--- src/rtl/numled_scan_ctrl.sv ---
// numled_scan_ctrl: bus-side controller for the 8-digit seven-segment display.
// Holds the display value and control bits, runs the scan-clock divider and the
// SHOW/DARK blink sequencer, and merges keyboard hex-digit echo into DATA.
// Optional build macro NUMLED_SCAN_CTRL_READBACK_EN enables registered register
// readback on bus_rdata; without it bus_rdata is tied to zero.
module numled_scan_ctrl #(
  parameter int CLK_DIV   = 50000,
  parameter int BLINK_DIV = 25000000
) (
  input  logic        clk,
  input  logic        rst_n,
  input  logic        bus_we,
  input  logic        bus_re,
  input  logic [1:0]  bus_addr,
  input  logic [31:0] bus_wdata,
  output logic [31:0] bus_rdata,
  input  logic        kb_valid,
  input  logic [3:0]  kb_code,
  output logic        kb_ready,
  output logic        scan_clk,
  output logic        disp_light,
  output logic [31:0] disp_num
);

  localparam int DIV_W = (CLK_DIV > 1) ? $clog2(CLK_DIV) : 1;
  localparam int BLK_W = (BLINK_DIV > 1) ? $clog2(BLINK_DIV) : 1;
  localparam logic [DIV_W-1:0] DIV_LAST = DIV_W'(CLK_DIV - 1);
  localparam logic [BLK_W-1:0] BLK_LAST = BLK_W'(BLINK_DIV - 1);

  typedef enum logic [1:0] {
    IDLE = 2'b00,
    SHOW = 2'b01,
    DARK = 2'b10
  } state_t;

  state_t           state;
  state_t           state_nxt;
  logic [DIV_W-1:0] div_cnt;
  logic [BLK_W-1:0] blink_cnt;
  logic [BLK_W-1:0] blink_cnt_nxt;
  logic [31:0]      data;
  logic             en;
  logic             blink;
  logic             kb_echo;
  logic             data_we;
  logic             ctrl_we;

  // A CPU write to DATA always beats the keyboard; the digit simply waits.
  assign data_we  = bus_we & (bus_addr == 2'd0);
  assign ctrl_we  = bus_we & (bus_addr == 2'd1);
  assign kb_ready = kb_echo & ~data_we;
  assign disp_num = data;

  // DATA and CTRL registers; keyboard digits shift in from the right.
  always_ff @(posedge clk or negedge rst_n) begin
    if (!rst_n) begin
      data    <= '0;
      en      <= 1'b0;
      blink   <= 1'b0;
      kb_echo <= 1'b0;
    end else begin
      if (data_we)
        data <= bus_wdata;
      else if (kb_valid && kb_ready)
        data <= {data[27:0], kb_code};
      if (ctrl_we) begin
        en      <= bus_wdata[0];
        blink   <= bus_wdata[1];
        kb_echo <= bus_wdata[2];
      end
    end
  end

  // Free-running scan divider; it keeps toggling even while the display is dark.
  always_ff @(posedge clk or negedge rst_n) begin
    if (!rst_n) begin
      div_cnt  <= '0;
      scan_clk <= 1'b0;
    end else if (div_cnt == DIV_LAST) begin
      div_cnt  <= '0;
      scan_clk <= ~scan_clk;
    end else begin
      div_cnt  <= div_cnt + DIV_W'(1);
    end
  end

  // Sequencer state, blink counter and the registered light enable.
  always_ff @(posedge clk or negedge rst_n) begin
    if (!rst_n) begin
      state      <= IDLE;
      blink_cnt  <= '0;
      disp_light <= 1'b0;
    end else begin
      state      <= state_nxt;
      blink_cnt  <= blink_cnt_nxt;
      disp_light <= (state == SHOW);
    end
  end

  // Next-state logic; EN=0 overrides any blink transition.
  always_comb begin
    state_nxt     = state;
    blink_cnt_nxt = blink_cnt;
    case (state)
      IDLE: begin
        if (en) begin
          state_nxt     = SHOW;
          blink_cnt_nxt = '0;
        end
      end
      SHOW: begin
        if (!en) begin
          state_nxt = IDLE;
        end else if (!blink) begin
          blink_cnt_nxt = '0;
        end else if (blink_cnt == BLK_LAST) begin
          state_nxt     = DARK;
          blink_cnt_nxt = '0;
        end else begin
          blink_cnt_nxt = blink_cnt + BLK_W'(1);
        end
      end
      DARK: begin
        if (!en) begin
          state_nxt = IDLE;
        end else if (!blink || (blink_cnt == BLK_LAST)) begin
          state_nxt     = SHOW;
          blink_cnt_nxt = '0;
        end else begin
          blink_cnt_nxt = blink_cnt + BLK_W'(1);
        end
      end
      default: begin
        state_nxt     = IDLE;
        blink_cnt_nxt = '0;
      end
    endcase
  end

`ifdef NUMLED_SCAN_CTRL_READBACK_EN
  logic [31:0] status;
  assign status = {28'd0, 2'(state), kb_valid & ~kb_ready, disp_light};

  // Registered readback; the last read value is held until the next read.
  always_ff @(posedge clk or negedge rst_n) begin
    if (!rst_n) begin
      bus_rdata <= '0;
    end else if (bus_re) begin
      case (bus_addr)
        2'd0:    bus_rdata <= data;
        2'd1:    bus_rdata <= {29'd0, kb_echo, blink, en};
        2'd2:    bus_rdata <= status;
        default: bus_rdata <= '0;
      endcase
    end
  end
`else
  logic unused_re;
  assign unused_re = bus_re;
  assign bus_rdata = '0;
`endif

endmodule

--- config.mk ---
export PLATFORM = sky130hd
export DESIGN_NAME = numled_scan_ctrl
export DESIGN_NICKNAME = d
export VERILOG_FILES = /design/src/rtl/numled_scan_ctrl.sv
export SDC_FILE = /design/constraint.sdc
export NUM_CORES = 1
export LEC_CHECK = 0
export BUFFER_PORTS_ARGS = -buffer_cell sky130_fd_sc_hd__buf_2
export CAP_MARGIN = 0
export CORE_MARGIN = 5
export CORE_UTILIZATION = 45
export CTS_CLUSTER_SIZE = 25
export DETAILED_ROUTE_END_ITERATION = 16
export PLACE_DENSITY = 0.72
export SLEW_MARGIN = 20
export SYNTH_ARGS = -nofsm -noshare
export SYNTH_HDL_FRONTEND = slang
export SYNTH_SLANG_ARGS = --single-unit
--- constraint.sdc ---
create_clock -name clk -period 1.85 [get_ports clk]
set_clock_uncertainty 0.15 [all_clocks]
set_input_delay 0.185 -clock clk [delete_from_list [all_inputs] [get_ports clk]]
set_output_delay 0.185 -clock clk [all_outputs]
set_load 0.05 [all_outputs]
==> impl_metrics.tcl <==
set metrics [dict create \
    finalMaxSlewViolations 0 \
    first_pass_iters 5 \
    clockBufferDepth 2 \
    clkPwrFrac_pct 19.7 \
    cp.required_ns 1.97 \
    power_switching_uw 2730 \
    grt_pass1_vias 3676 \
    ys_top_cells_by_count "dfrtp_1, nand2_1, o21ai_0, mux2i_1, buf_4" \
    avgSynthCellArea_um2 9.87 \
    period_share_pct 107 \
    crit_path_end_kind "flip-flop" \
    synth-edff-count 0 \
    io-pin-count 110 \
    hold_path.class "primary input to flip-flop" \
    cts_tree "done" \
    path_common_cell "buf_6" \
    async_flop_share_pct 100 \
    rrSetupSlack_ns -0.13 \
    startpoint_type "flip-flop" \
    power_frac_seq_pct 37.3 \
    combPwrFrac_pct 43.0 \
    root_buffer "clkbuf_8" \
    rsz0062_at_grt "true" \
    crit_family "buffers and inverters" \
    synth.area.top_cells "dfrtp_1, mux2i_1, buf_4" \
    drt_iter0_drc 318 \
    drive_gt1_share_pct 32.0 \
    min_period_ns 1.98 \
    dp.cells 673 \
    p_int_uw 3400 \
    cp_max_fo 7 \
    dp_hpwl_mm 7.16 \
    nNetsFinal 657 \
    max_clock_freq_mhz 505 \
    cts_sinks 80 \
    crit_chain "inv_2 > ha_4 > buf_6 > o211ai_1 > buf_4 > a31oi_4 > buf_6 > nand2b_1 > a31oi_1" \
    areaGrowthSynthToFinish_pct 37.1 \
    sw_frac_of_total_pct 44.6 \
    placed_area_um2 5080 \
    vdd_drop_max_mv 0.621 \
    worstPathArrival_ns 2.10 \
    finalSetupTns_ns -1.15 \
    die_x_um 108 \
    cts.reportedPaths.clkPinSlew_ns 0.08 \
    outcome "finished with violations" \
    instances_no_fill 743 \
    htree_levels 3 \
    grt.overflow.total 0 \
    crit_type "flip-flop to flip-flop" \
    setup_viol 20 \
    failed_checks "negative setup slack" \
    ys_seq_area_share_pct 46.4 \
    place.gp.congestion 0.836 \
    critPathBufInv 4 \
    initial_core_util_pct 46.5 \
    die_h_um 108 \
    p_leak_uw 0.00289 \
    ys_warn_count 0 \
    grt_max_degree 53 \
    synthFlopType "dfrtp_1" \
    viasPerCell 5.16 \
    maxCapViolCount 0 \
    drt-total-wl_mm 11.2 \
    ys_seq_elements 80 \
    num_vias 3837 \
    hold_violations 0 \
    power_density_nw_per_um2 1040 \
    coreArea_um2 9280 \
    critPathSlowestCell "dfrtp_1" \
    synth_most_common_cell "dfrtp_1" \
    syn_inst 437 \
    utilization_pct 63.7 \
    routedWlPerCell_um 15.1 \
    yosysTopAreaCellShare_pct 46.4 \
    antenna_found_initial 1 \
    numPortBuffers 76 \
    max_stage_delay_ns 0.43 \
    fin_ws_ns -0.132 \
    yosysUniqueCellTypes 57 \
    cts_buffers 9 \
    syn_area_um2 4310 \
    finalPower_uw 6130 \
    synth.largest_area_cell "dfrtp_1" \
    grt_usage_pct 18.6 \
    grt_pass1_wl_mm 17.3 \
    antenna_left 0 \
    fp.dieArea_um2 11600 \
    insertion_delay_ns 0.35 \
    stdcell_area_um2 5910 \
    rows 35 \
    drc 0 \
]
## cells by family (layout without fill, tap and decap cells)
| group | Yosys count | count (layout) | synth area share, % |
|---|---|---|---|
| simple gates | 152 | 152 | 18.5 |
| buf+inv | 55 | 200 | 7.83 |
| compound gates | 90 | 90 | 13.5 |
| flops | 80 | 80 | 46.4 |
| other cells | 1 | 33 | 0.0869 |
| mux | 36 | 36 | 8.44 |
| xor+xnor | 17 | 17 | 3.45 |
| fa+ha+maj | 6 | 6 | 1.74 |
## final timing paths
check | start | end | cells past startpoint
min in group asynchronous | rst_n | disp_num[17] | 2
setup reg to reg | state[1] | blink_cnt[2] | 9
hold / removal | bus_addr[0] | blink | 3
setup / recovery | state[1] | blink_cnt[2] | 9
hold reg to reg | scan_clk | scan_clk | 1
max in group asynchronous | rst_n | state[0] | 3
## registers in the layout (all words and copies together) (netlist names)
signal / cells
disp_num: 32
blink_cnt: 25
div_cnt: 16
state: 2
blink: 1
disp_light: 1
en: 1
kb_echo: 1
scan_clk: 1
## power by group through the flow
stage | logic (uW) | clock network [uW] | registers, uW
2_1_floorplan | 817 | 0 | 3190
3_3_place_gp | 2290 | 0 | 2280
3_5_place_dp | 2330 | 0 | 2290
4_1_cts | 2450 | 1240 | 2260
5_1_grt | 2780 | 1320 | 2320
6_report | 2640 | 1210 | 2280
## placed cells by master, fill, tap and decap left out, types with 4 or more instances in the layout
master / netlist / layout
nor3_1: 7 / 5
nor2b_1: 5 / 5
a21oi_1: 7 / 7
clkbuf_8: 0 / 10
a22o_1: 8 / 8
buf_6: 1 / 8
nor2_1: 26 / 25
nand2_1: 60 / 57
buf_4: 32 / 55
ha_4: 0 / 4
nand2_2: 1 / 4
conb_1: 1 / 32
nand4_1: 10 / 10
dlygate4sd3_1: 0 / 37
a31oi_1: 13 / 12
buf_2: 3 / 75
xnor2_1: 9 / 9
dfrtp_1: 80 / 79
o21ai_0: 37 / 35
nand3_1: 9 / 9
a21o_1: 6 / 6
xor2_1: 8 / 8
and3_1: 7 / 7
mux2i_1: 33 / 33
o21ai_1: 4 / 5
## worst register-to-register path: stages (launching register included)
cell,delay (ns)
dfrtp_1,0.43
inv_2,0.13
ha_4,0.16
buf_6,0.11
o211ai_1,0.09
buf_4,0.17
a31oi_4,0.30
buf_6,0.16
nand2b_1,0.05
a31oi_1,0.17
## stage by stage
stage	setup WS, ns	hold slack [ns]
global route	-0.241	0.148
detailed placement	-0.276	0.0164
global placement	-0.240	0.0119
CTS	-0.0964	0.00491
floorplan	0.00159	-0.261
finish	-0.132	0.156
## metal layers
layer	vias up	wire length (um)	track usage, %
met3	23	600	4.50
met5	-	0	0
met4	0	254	7.21
met2	118	5630	31.2
met1	1858	4730	23.3
li1	1838	-	-
## what timing repair did
action / in CTS / in global routing
endpoints found under the hold margin: 83 / 1
resized for setup: 18 / 16
setup endpoints to repair: 24 / 27
hold buffers: 36 / 1
setup buffers: 7 / 8
gates cloned: 0 / 1
pin swaps: 9 / 6
## area by class of cell
| cell class | count | area, um2 |
|---|---|---|
| clock inverters | 6 | 48.8 |
| well taps | 129 | 161 |
| repair buffers | 179 | 1330 |
| inverters | 5 | 21.3 |
| clock buffers | 10 | 138 |
| diodes | 1 | 2.50 |
| multi-input cells | 333 | 2200 |
| flip-flops and latches | 80 | 2000 |
| fillers | 717 | 3370 |
Power figures use the tool's default switching activity.
